===== config.mk =====
export PLATFORM = sky130hd
export DESIGN_NAME = stack_ctrl
export DESIGN_NICKNAME = d
export VERILOG_FILES = /design/src/rtl/stack_ctrl_pkg.sv /design/src/rtl/stack_ctrl.sv
export SDC_FILE = /design/constraint.sdc
export NUM_CORES = 1
export LEC_CHECK = 0
export BUFFER_PORTS_ARGS = -buffer_cell sky130_fd_sc_hd__buf_4
export CORE_MARGIN = 4
export CORE_UTILIZATION = 27
export DETAILED_ROUTE_END_ITERATION = 10
export GPL_TIMING_DRIVEN = 0
export PLACE_DENSITY_LB_ADDON = 0.05
export SYNTH_ARGS = -nofsm -noshare
export SYNTH_HDL_FRONTEND = slang
export SYNTH_SLANG_ARGS = --single-unit
export TNS_END_PERCENT = 20

===== constraint.sdc =====
create_clock -name clk -period 1.98 [get_ports clk]
set_input_delay 0.099 -clock clk [delete_from_list [all_inputs] [get_ports clk]]
set_output_delay 0.099 -clock clk [all_outputs]
set_load 0.01 [all_outputs]

===== src/rtl/stack_ctrl_pkg.sv =====
// Shared processor definitions for the call/return stack controller:
// default datapath/stack sizing and the controller's state encoding.
package stack_ctrl_pkg;

  localparam int STACK_WIDTH = 8;
  localparam int STACK_DEPTH = 1;

  typedef enum logic [2:0] {
    IDLE   = 3'd0,
    PUSH   = 3'd1,
    POP    = 3'd2,
    SETTLE = 3'd3,
    FAULT  = 3'd4
  } ctrl_state_t;

endpackage


===== src/rtl/stack_ctrl.sv =====
// CALL/RET sequencer: drives an external hardware stack and reloads the PC.
// Every output is registered straight from the single state machine below.
module stack_ctrl
  import stack_ctrl_pkg::*;
#(
  parameter int WIDTH = STACK_WIDTH,
  parameter int DEPTH = STACK_DEPTH
) (
  input  logic             clk,
  input  logic             clr,
  input  logic             call_req,
  input  logic             ret_req,
  input  logic [WIDTH-1:0] ret_addr,
  input  logic [WIDTH-1:0] target,
  output logic             busy,
  output logic             done,
  output logic             pc_load,
  output logic [WIDTH-1:0] pc_out,
  output logic             fault_ovf,
  output logic             fault_unf,
  output logic             stk_c,
  output logic             stk_en,
  output logic [WIDTH-1:0] stk_push,
  input  logic [WIDTH-1:0] stk_peek,
  input  logic             stk_full,
  input  logic             stk_not_empty
);

  // The stack itself is sized by DEPTH; this block only needs it to be sane.
  if (DEPTH < 1) begin : g_bad_depth
    $error("stack_ctrl: DEPTH must be at least 1");
  end

  ctrl_state_t      state_reg;
  logic [WIDTH-1:0] jump_reg;

  always_ff @(posedge clk) begin
    if (!clr) begin
      state_reg <= IDLE;
      jump_reg  <= '0;
      busy      <= 1'b0;
      done      <= 1'b0;
      pc_load   <= 1'b0;
      pc_out    <= '0;
      fault_ovf <= 1'b0;
      fault_unf <= 1'b0;
      stk_c     <= 1'b0;
      stk_en    <= 1'b0;
      stk_push  <= '0;
    end else begin
      // Pulse outputs default low; states below raise them for one cycle.
      done    <= 1'b0;
      pc_load <= 1'b0;
      stk_en  <= 1'b0;
      stk_c   <= 1'b0;

      case (state_reg)
        IDLE: begin
          if (call_req) begin
            busy <= 1'b1;
            if (stk_full) begin
              fault_ovf <= 1'b1;
              done      <= 1'b1;
              state_reg <= FAULT;
            end else begin
              stk_push  <= ret_addr;
              jump_reg  <= target;
              stk_en    <= 1'b1;
              stk_c     <= 1'b1;
              state_reg <= PUSH;
            end
          end else if (ret_req) begin
            busy <= 1'b1;
            if (!stk_not_empty) begin
              fault_unf <= 1'b1;
              done      <= 1'b1;
              state_reg <= FAULT;
            end else begin
              // Capture the top now; it is gone once the pop is issued.
              jump_reg  <= stk_peek;
              stk_en    <= 1'b1;
              state_reg <= POP;
            end
          end
        end

        PUSH, POP: begin
          pc_load   <= 1'b1;
          pc_out    <= jump_reg;
          done      <= 1'b1;
          state_reg <= SETTLE;
        end

        SETTLE, FAULT: begin
          busy      <= 1'b0;
          state_reg <= IDLE;
        end

        default: begin
          busy      <= 1'b0;
          state_reg <= IDLE;
        end
      endcase
    end
  end

endmodule


# Word-level counts from Yosys, hierarchy flattened
# Cells that the tools add are included.
[totals]
romBits = 0
wordCells = 52
input_bits = 30
ram_bits = 0
ff_bits = 34
output_inout_bits = 23
mem_count = 0
latch_bits = 0
[classes]
n_bitwise = 4
order_cmp = 0
n_reduce_logical = 11
shifts = 0
n_addsub = 0
multipliers = 0
div = 0
eq_ne = 4
n_mux = 22
[ops]
columns = ["op", "count"]
rows = [
  ["$mux W8", 4],
  ["$mux W3", 4],
  ["$mux W1", 11],
  ["$reduce_and A3 Y1", 3],
  ["$reduce_and A4 Y1", 2],
  ["$pmux W3 S2", 1],
  ["$not A1 Y1", 4],
  ["$pmux W1 S2", 2],
  ["$reduce_and A2 Y1", 2],
  ["$reduce_bool A2 Y1", 2],
  ["$eq A3 B1 Y1 const B", 1],
  ["$eq A3 B2 Y1 const B", 1],
  ["$logic_not A3 Y1", 1],
  ["$ne A3 B3 Y1 const B", 1],
  ["$ne A2 B2 Y1 const B", 1],
  ["$reduce_or A2 Y1", 1],
]

# Longest topological paths before layout
# Gate-level depths: netlist (run 1).
[logic_depth]
word_depth = 4
ltp_mapped = 5
depth_no_buf = 3

# Worst setup path after synthesis (run 1)
# OpenSTA, ideal clock, no wires.
[synth_timing]
path_type = "flip-flop to flip-flop"
from = "reg state_reg[0]"
to = "reg stk_push[4]"
setup_time_ns = 0.132
slack_ns = 0.731
synth_period_minus_slack_ns = 1.249
n_path_buf = 2
arrival_ns = 1.116
required_time_ns = 1.848
stages_incl_launch_ff = 6
path_cell_list = "dfxtp_1 > buf_6 > or3_4 > buf_6 > o21ai_0 > a21oi_1"
[synth_via]
elab_chain_len = 2
[synth_lines]
columns = ["item", "line_no", "rtl"]
rows = [
  ["start, declared", "stack_ctrl.sv:34", "ctrl_state_t state_reg;"],
  ["start signal, assigned", "stack_ctrl.sv:39", "state_reg <= IDLE;"],
  ["start signal, assigned", "stack_ctrl.sv:64", "state_reg <= FAULT;"],
  ["start signal, assigned", "stack_ctrl.sv:70", "state_reg <= PUSH;"],
  ["$logic_not A3 Y1", "stack_ctrl.sv:57", "case (state_reg)"],
  ["$reduce_and A3 Y1 (no source line)", "-", ""],
  ["end signal, assigned", "stack_ctrl.sv:66", "stk_push <= ret_addr;"],
  ["end, declared", "stack_ctrl.sv:23", "output logic [WIDTH-1:0] stk_push,"],
]
# No other way between the ends.
# A chain may end at the register's enable or synchronous reset.

# Final worst setup path (run 1)
[layout_timing]
from = "reg state_reg[1]"
to = "reg pc_out[0]"
[layout_via]
elab_chain_len = 2
elab_cells_between_ends = 3
cone_classes = "eq/ne (2); reduce/logical (1)"
[layout_lines]
columns = ["item", "line_no", "rtl"]
rows = [
  ["$eq A3 B1 Y1 / $eq A3 B2 Y1 (equally long branches)", "stack_ctrl.sv:57", ""],
  ["$reduce_or A2 Y1 *", "stack_ctrl.sv:57", ""],
  ["end signal, assigned", "stack_ctrl.sv:89", "pc_out <= jump_reg;"],
  ["end, declared", "stack_ctrl.sv:18", "output logic [WIDTH-1:0] pc_out,"],
]
# Mark *: on every way between the ends. The rest lies on a longest branch, timed or not.

==> impl_metrics.ini, run 1 <==
[run_status]
outcome = finished clean

[setup_path]
worstPathMaxFanout = 10
crit_path_top_delay_cell = xnor2_1
crit_family = XOR/XNOR gates
end_kind = flip-flop
cp_data_arrival_time_ps = 1630
cp_num_buf_inv = 1
path_class = reg2reg
required_ps = 2190
start_kind = flip-flop
critical_path.max_stage_delay_ps = 560
cp_cell_sequence = buf_4 -> xnor2_1 -> o21ai_0 -> a21oi_1

[global_routing]
grt_max_degree = 11
grt_pass1_vias = 1251
antenna_found_initial = 0
grt_overflow = 0
grt_pass1_wl_mm = 6.072
grt_usage = 0.1194

[floorplanning]
die_x_um = 81.32
die_h_um = 81.32
placeableCoreArea_um2 = 5172
initial_core_util = 0.2806
die_area_um2 = 6612
pin_count = 53
core.rowCount = 26

[sta]
slew_violations = 0
tightestPinTransition_ps = 692.2
layout_min_cycle_time_ps = 1424
finClkSkew_ps = 4.552
period_share = 0.7193
fmax_mhz = 702.2
timing.final.hold_violations = 0
slew_headroom = 0.5352
final.setup.tns_ps = 0
rsz0062_at_grt = no
setup_violations = 0

[cts]
clk_pin_slew_ps = 70
cts_setup_buffers = 0
hold_buffers = 0
worstSkewPairLatency_ps = 280
cts_resized = 0
cts_buffers = 5
cts-root-buf = clkbuf_8
cts_tree = built
ctsHtreeMaxLevel = 2
clock_sinks = 34
clockBufferDepth = 2

[placement]
portBuffers = 51
place.gp.congestion = 0.7143
dp_hpwl_mm = 2.929

[synthesis]
ys_ff_latch = 34
synth_top_area_frac = 0.4690
syn_area_per_cell_um2 = 9.128
netlist_area_um2 = 1451
synth_top_area_cell = dfxtp_1
syn-num-nets = 189
yosysWarningCount = 0
yosysUniqueCellTypes = 33
synth_area_leaders = dfxtp_1, a21oi_1, mux2i_1
syn-instance-count = 159
yosysSeqAreaShare = 0.4690

[pwr]
powerDensity_nw_per_um2 = 951.6
p_leak_uw = 0.0008506
power.total_uw = 1934
peakVddDrop_v = 0.0004174

[cells_and_area]
diodes = 0
final_layout_size_suffix_gt1_frac = 0.3624
syn_to_final_growth_pct = 40.00
nNetsFinal = 247

[routing]
drt-initial-drc-count = 58
drc = 0
wl_per_cell_um = 12.96
dr.pass1.iters = 4
vias = 1297
finalWirelength_mm = 3.732
via_per_inst = 4.503
postRouteAntennaNets = 0

[run]
drv_cap = 0

[hold_path]
hold_class = in2reg
-- path summary, 6_finish.rpt --
| kind | start | depth (start not counted) | slack [ps] | end |
|---|---|---|---|---|
| setup / recovery | state_reg[1] | 4 | 560 | pc_out[0] |
| hold / removal | stk_full | 3 | 70 | fault_ovf |
| setup reg to reg | state_reg[1] | 4 | 560 | pc_out[0] |
| hold reg to reg | busy | 2 | 460 | busy |
-- worst register-to-register path: cells and delay by family (launching register included) --
family / cells / cell delay (ps)
AO/OA/AOI/OAI: 2 / 340
flip-flops: 1 / 300
buffers and inverters: 1 / 150
XOR/XNOR: 1 / 560
-- power breakdown --
part / internal, µW / switching, µW / total, µW
logic: 248 / 298 / 546
clock network: 351 / 240 / 591
registers: 763 / 33.8 / 797
-- cells in the mapped netlist --
master / n
or2_2: 8
o21a_1: 1
buf_6: 2
nor4_1: 1
clkbuf_1: 5
buf_2: 3
clkinv_1: 2
mux2i_1: 8
a22oi_1: 1
inv_1: 1
dfxtp_1: 34
nor3b_1: 2
or3_1: 1
o221ai_4: 1
o211ai_1: 8
a21oi_1: 18
buf_4: 1
nand3_1: 16
xor2_1: 1
nor2b_1: 1
nor4_2: 1
xnor2_1: 1
a311oi_1: 1
o21ai_0: 16
nand2b_1: 1
nor3_2: 1
or3_4: 1
nor3_1: 2
nor2_1: 6
and2b_4: 1
nand2_1: 11
a31oi_1: 1
nor4b_4: 1
-- area by class of cell --
| class | instances | area (µm²) |
|---|---|---|
| buffer | 11 | 63.81 |
| clock buffer | 8 | 110.1 |
| fill | 541 | 3141 |
| inverter | 3 | 11.26 |
| multi-input combinational | 111 | 695.7 |
| sequential | 34 | 680.7 |
| tap | 70 | 87.58 |
| timing repair buffer | 51 | 382.9 |
-- stage by stage --
stage / utilization / instance area, µm² / setup WS [ps] / hold WS, ps / cells
detailed placement: 0.3716 / 1922 / 569.7 / 369.3 / 280
floorplan: - / 1451 / 731.2 / 246.7 / 159
finish: 0.3928 / 2032 / 555.8 / 73.06 / 288
global placement: 0.3716 / 1922 / 613.2 / 354.9 / 280
CTS: 0.3928 / 2032 / 541.8 / 68.90 / 288
global route: 0.3928 / 2032 / 388.7 / 78.49 / 288
-- cell usage in the layout (no fill, tap or decap), types with 2 or more instances in the layout --
cell type and instances:
nor3b_1 2, nand2_1 11, or2_2 8, clkinv_1 2
nor3_1 2, buf_4 52, nor2_1 6, buf_6 2
nand3_1 16, dfxtp_1 34, o21ai_0 16, o211ai_1 8
a21oi_1 18, mux2i_1 8, buf_2 3, clkbuf_1 5
clkbuf_8 8
-- per-layer routing --
metal | part of all wire | wire [µm] | vias to the layer above | global-route usage
met5 | 0 | 0 | - | 0
met4 | 0.015 | 55 | 0 | 0.04054
met3 | 0.072 | 267 | 7 | 0.03769
met2 | 0.43 | 1614 | 40 | 0.1726
met1 | 0.48 | 1795 | 570 | 0.1659
li1 | - | - | 680 | -
-- kinds of logic after synthesis --
kind of cell	count (synthesis)	share of synthesized area
AOI/OAI and AO/OA	47	0.1974
xor gates and xnor gates	2	0.01207
and+or+nand+nor	54	0.2147
muxes	8	0.05517
buffers and inverters	14	0.05172
DFF	34	0.4690
(Power assumes the default switching activity.)
==> run 2: changes to the inputs <==
clock period = 1.3 ns   (was 1.98 ns; I/O delays follow)
==> run 2 against run 1 <==
The run now ends with setup timing left. Utilization rose by 2.4 points. Non-clock buffer count up 3. Design area rose by 6.1%. Maximum frequency rose by 5.3%. Worst setup slack worse by 610 ps. Clock skew is 2.0 ps lower. Final cell count rose by 1.0%. Count of clock-buffer cells in the layout unchanged. Routed wire length rose by 1.2%. Register-to-register slack worse by 610 ps. Critical path depth grew 1. Largest power group unchanged.
==> impl_metrics.ini, run 2 (synthesis results as in run 1) <==
[setup_path]
rrSetupSlack_ps = -50
path_class = reg2reg
cp_data_arrival_time_ps = 1500
start_kind = flip-flop
reg2regPathDepth = 5
r2r_start = state_reg[1]
end_kind = flip-flop
worstPathMaxFanout = 5
required_ps = 1440
r2r-end = stk_push[1]

[floorplanning]
core.rowCount = 26
die_x_um = 81.32
placeableCoreArea_um2 = 5172
initial_core_util = 0.2806
pin_count = 53
die_h_um = 81.32
die_area_um2 = 6612

[sta]
finClkSkew_ps = 2.542
tightestPinTransition_ps = 611.8
whs_ps = 39.65
setup_violations = 9
period_share = 1.041
slew_headroom = 0.5906
rsz0062_at_grt = yes
fmax_mhz = 739.1
layout_setup_ws_ps = -53.04
slew_violations = 0
layout_min_cycle_time_ps = 1353
timing.final.hold_violations = 0

[cts]
worstSkewPairLatency_ps = 280
cts-root-buf = clkbuf_8
cts_tree = built
ctsHtreeMaxLevel = 2
clock_sinks = 34
hold_buffers = 0
cts_buffers = 5
clk_pin_slew_ps = 70
clockBufferDepth = 2

[cells_and_area]
syn_to_final_growth_pct = 48.53
fin_cells = 291
mostFrequentLayoutCell = buf_4
diodes = 0
final_cell_mix = buf_4, dfxtp_1, a21oi_1
final_layout_size_suffix_gt1_frac = 0.4027
nNetsFinal = 250
nFillCells = 528

[hold_path]
holdPathStages = 3
hold_class = in2reg
hp-start = stk_full
hold_end = fault_ovf

[pwr]
powerDensity_nw_per_um2 = 1470
peakVddDrop_v = 0.0006826
p_leak_uw = 0.0008910

[global_routing]
grt_pass1_wl_mm = 6.085
grt_usage = 0.1201
antenna_found_initial = 0
grt_overflow = 0
grt_pass1_vias = 1253
grt_max_degree = 11

[placement]
dp_cells = 280
dp_hpwl_mm = 2.929
portBuffers = 51
dp_worst_setup_slack_ps = -110.3
place.gp.congestion = 0.7143

[routing]
via_per_inst = 4.495
wl_per_cell_um = 12.98
drc = 0
dr.pass1.iters = 4
finalWirelength_mm = 3.777
drt-initial-drc-count = 69
vias = 1308
postRouteAntennaNets = 0

[run_status]
violations = setup timing
outcome = finished, violations left

[run]
drv_cap = 0
==> run 2: cell count changes in the layout (fill, tap and decap cells not counted), moves of 2 or more <==
cell / change
o21ai_0: -7
o21ai_1: +4
o21ai_2: +3
buf_4: +2
nor4_4: +2
==> run 2: worst max path at each step <==
stage / to / start / depth (start not counted)
4_1_cts: stk_push[2] / state_reg[0] / 5
6_report: stk_push[1] / state_reg[1] / 5
5_1_grt: stk_push[2] / state_reg[1] / 5
2_1_floorplan: stk_push[4] / state_reg[0] / 5
3_5_place_dp: pc_out[1] / state_reg[1] / 4
3_3_place_gp: done / state_reg[0] / 4
==> run 2: metal layers <==
layer / part of all wire / track usage
met5: 0 / 0
met4: 0.013 / 0.04054
met2: 0.44 / 0.1759
met3: 0.072 / 0.03769
met1: 0.48 / 0.1653
==> run 2: critical path, cell delays in order (launching register included) <==
cell and delay (ps):
dfxtp_2 320, buf_6 130, or3_4 420, clkbuf_16 180, o21ai_2 100, a21oi_1 70
==> run 2: timing repair <==
action	in CTS	in global routing
resized for setup	3	20
pin swaps	0	9
setup buffers	0	2
endpoints found under the setup margin	19	23
cloned	0	1
==> run 2: power by group <==
part / switching [µW] / internal [µW] / total, µW
Clock: 364 / 535 / 899
Sequential: 55.8 / 1160 / 1220
Combinational: 531 / 519 / 1050
Total: 951 / 2220 / 3170
==> run 2: area by class of cell <==
class | count | area (µm²) | share of cell area
Tap cell | 70 | 87.58 | 0.04063
Buffer | 11 | 78.83 | 0.03656
Timing Repair Buffer | 54 | 422.9 | 0.1962
Clock buffer | 8 | 110.1 | 0.05107
Multi-Input combinational cell | 111 | 763.2 | 0.3540
Sequential cell | 34 | 681.9 | 0.3163
Inverter | 3 | 11.26 | 0.005223
==> run 2: stage by stage <==
| step | util | power (µW) | instance area [µm²] | setup TNS, ps |
|---|---|---|---|---|
| floorplan | - | 1770 | 1451 | 0 |
| global placement | 0.3716 | 2061 | 1922 | -317.8 |
| detailed placement | 0.3716 | 2079 | 1922 | -955.2 |
| CTS | 0.3970 | 3019 | 2053 | -428.9 |
| global route | 0.4168 | 3362 | 2156 | -803.0 |
| finish | 0.4168 | 3169 | 2156 | -355.7 |
==> run 3: changes to the inputs <==
ABC_AREA = 1   (was default)
==> run 3 against run 2 <==
The run now ends clean. Area after synthesis fell by 3.9%. Clock skew rose by 5.1 ps. Combinational power fell by 22%. Critical path depth rose by 1. Sequential power rose by 5%. Non-clock buffer count rose by 1. First-iteration DRC count fell by 33%. Synthesized cell count rose by 18%. Clock power fell by 11%. Utilization rose by 0.57 points. Count of clock-buffer cells in the layout fell by 1. Die area fell by 3.5%. Largest power group unchanged.
==> impl_metrics.ini, run 3 <==
[synthesis]
netlist_area_um2 = 1395
synthFlopType = dfxtp_1
synth_area_leaders = dfxtp_1, nor2_1, nand2_1
synth_most_common_cell = nor2_1
syn-num-nets = 218
synth_top_area_frac = 0.4879
syn_area_per_cell_um2 = 7.421
synthTopCellsByCount = nor2_1, dfxtp_1, nand2_1
yosysUniqueCellTypes = 21
yosysSeqAreaShare = 0.4879
synth_top_area_cell = dfxtp_1
ys_ff_latch = 34
syn-instance-count = 188
async_flop_share = 0
yosysWarningCount = 0
synth_edf_count = 0

[cts]
worstSkewPairLatency_ps = 280
clk_pin_slew_ps = 70
ctsHtreeMaxLevel = 2
clock_sinks = 34
cts_buffers = 5
clockBufferDepth = 2
cts_tree = built
cts-root-buf = clkbuf_8

[sta]
period_share = 0.9163
setup_violations = 0
slew_headroom = 0.7316
final.setup.tns_ps = 0
tightestPinTransition_ps = 402.6
timing.final.hold_violations = 0
whs_ps = 3.806
slew_violations = 0
layout_min_cycle_time_ps = 1191
fmax_mhz = 839.5
finClkSkew_ps = 7.613

[hold_path]
holdPathStages = 3
hold_class = in2reg
hp-start = ret_addr[2]
hold_end = stk_push[2]

[routing]
drt-initial-drc-count = 46
dr.pass1.iters = 4
drc = 0
vias = 1351
wl_per_cell_um = 11.03
postRouteAntennaNets = 0
finalWirelength_mm = 3.562
via_per_inst = 4.183

[setup_path]
crit_path_top_delay_cell = dfxtp_1
worstPathMaxFanout = 7
cp_common_cell = nor2_4
crit_family = simple AND/OR/NAND/NOR gates
r2r-end = stk_push[7]
required_ps = 1530
start_kind = flip-flop
r2r_start = state_reg[1]
cp_cell_sequence = nor2_4 -> nand2_4 -> nor2_4 -> buf_4 -> o21ai_0 -> nor2_1
critical_path.max_stage_delay_ps = 340
reg2regPathDepth = 6
rrSetupSlack_ps = 110
end_kind = flip-flop
cp_num_buf_inv = 1
path_class = reg2reg
cp_data_arrival_time_ps = 1420

[pwr]
peakVddDrop_v = 0.0007484
powerDensity_nw_per_um2 = 1415
power.total_uw = 2898
p_leak_uw = 0.0009759

[cells_and_area]
syn_to_final_growth_pct = 46.82
nNetsFinal = 285
final_layout_size_suffix_gt1_frac = 0.2930
diodes = 0
fin_area_um2 = 2048
fin_cells = 323
final_cell_mix = nor2_1, buf_4, dfxtp_1
mostFrequentLayoutCell = nor2_1

[placement]
place.gp.congestion = 0.7132
portBuffers = 51
dp_cells = 306
postPlaceCellArea_um2 = 1862
dp_hpwl_mm = 2.731

[run_status]
outcome = finished clean

[run]
drv_cap = 0

[global_routing]
antenna_found_initial = 0
grt_pass1_vias = 1284
grt_max_degree = 11
grt_usage = 0.1246
grt_pass1_wl_mm = 6.120
grt_overflow = 0

[floorplanning]
die_h_um = 79.88
placeableCoreArea_um2 = 4848
die_x_um = 79.88
die_area_um2 = 6381
initial_core_util = 0.2877
pin_count = 53
core.rowCount = 25
==> run 3: cell count changes in the layout (fill, tap and decap cells not counted), sizes merged, moves of 5 or more <==
cell	before	now
clkbuf	14	8
dlygate4sd3	0	7
o211ai	8	0
mux2i	8	0
inv	1	11
nand2	11	29
or2	8	0
nand3	16	11
a21oi	18	4
and2	0	8
nor2	6	64
==> run 3: how the worst max path moves through the flow <==
| stage | startpoint | to | slack [ps] | cells after the start |
|---|---|---|---|---|
| 3_3_place_gp | state_reg[0] | stk_push[6] | 20 | 6 |
| 2_1_floorplan | state_reg[0] | stk_push[0] | 220 | 6 |
| 5_1_grt | state_reg[1] | stk_push[7] | -9 | 6 |
| 6_report | state_reg[1] | stk_push[7] | 110 | 6 |
| 4_1_cts | state_reg[0] | stk_push[2] | 30 | 6 |
| 3_5_place_dp | state_reg[0] | stk_push[2] | 40 | 6 |
==> run 3: layout make-up <==
cell class,count,area (µm²)
flip-flops and latches,34,680.7
clock inverters,1,5.005
well taps,67,83.83
multi-input cells,137,641.9
plain buffers,6,38.79
fillers,536,2800
clock buffers,7,86.33
inverters,11,43.79
repair buffers,60,467.9
==> run 3: through the flow <==
stage                       util  setup slack (ps)
after floorplan                -             224.5
after global placement    0.3840             16.49
after detailed placement  0.3840             37.61
after CTS                 0.4173             29.06
after global routing      0.4225            -9.452
final                     0.4225             108.8
==> run 3: cells by family (layout without fill, tap and decap cells) <==
| logic type | count (synthesis) | count (layout) | share of synthesized area |
|---|---|---|---|
| buf+inv | 17 | 85 | 0.05560 |
| flops | 34 | 34 | 0.4879 |
| compound gates | 22 | 22 | 0.08161 |
| simple gates | 115 | 115 | 0.3749 |
==> run 3: repair_timing <==
| action | 4_1_cts | 5_1_grt |
|---|---|---|
| hold buffers | 7 | 0 |
| endpoints found under the hold margin | 7 | 0 |
| endpoints found under the setup margin | 0 | 17 |
| resized for setup | 0 | 5 |
| setup buffers | 0 | 2 |
==> run 3: report_power, final <==
part	switching [µW]	internal [µW]	leakage, µW	total [µW]
logic	436	388	0.000648	824
clock network	369	427	0.0000482	796
registers	74.9	1200	0.000280	1280
total	880	2020	0.000976	2900
==> run 3: worst register-to-register path: cells and delay by family (launching register included) <==
kind                   cells  cell delay, ps
AO/OA/AOI/OAI              1              80
buffers and inverters      1             150
flip-flops                 1             340
AND/OR/NAND/NOR            4             570
==> run 3: layer usage <==
layer / track usage / wire length (µm)
met5: 0 / 0
met3: 0.05756 / 321
met2: 0.1912 / 1588
met1: 0.1535 / 1599
met4: 0.04054 / 53
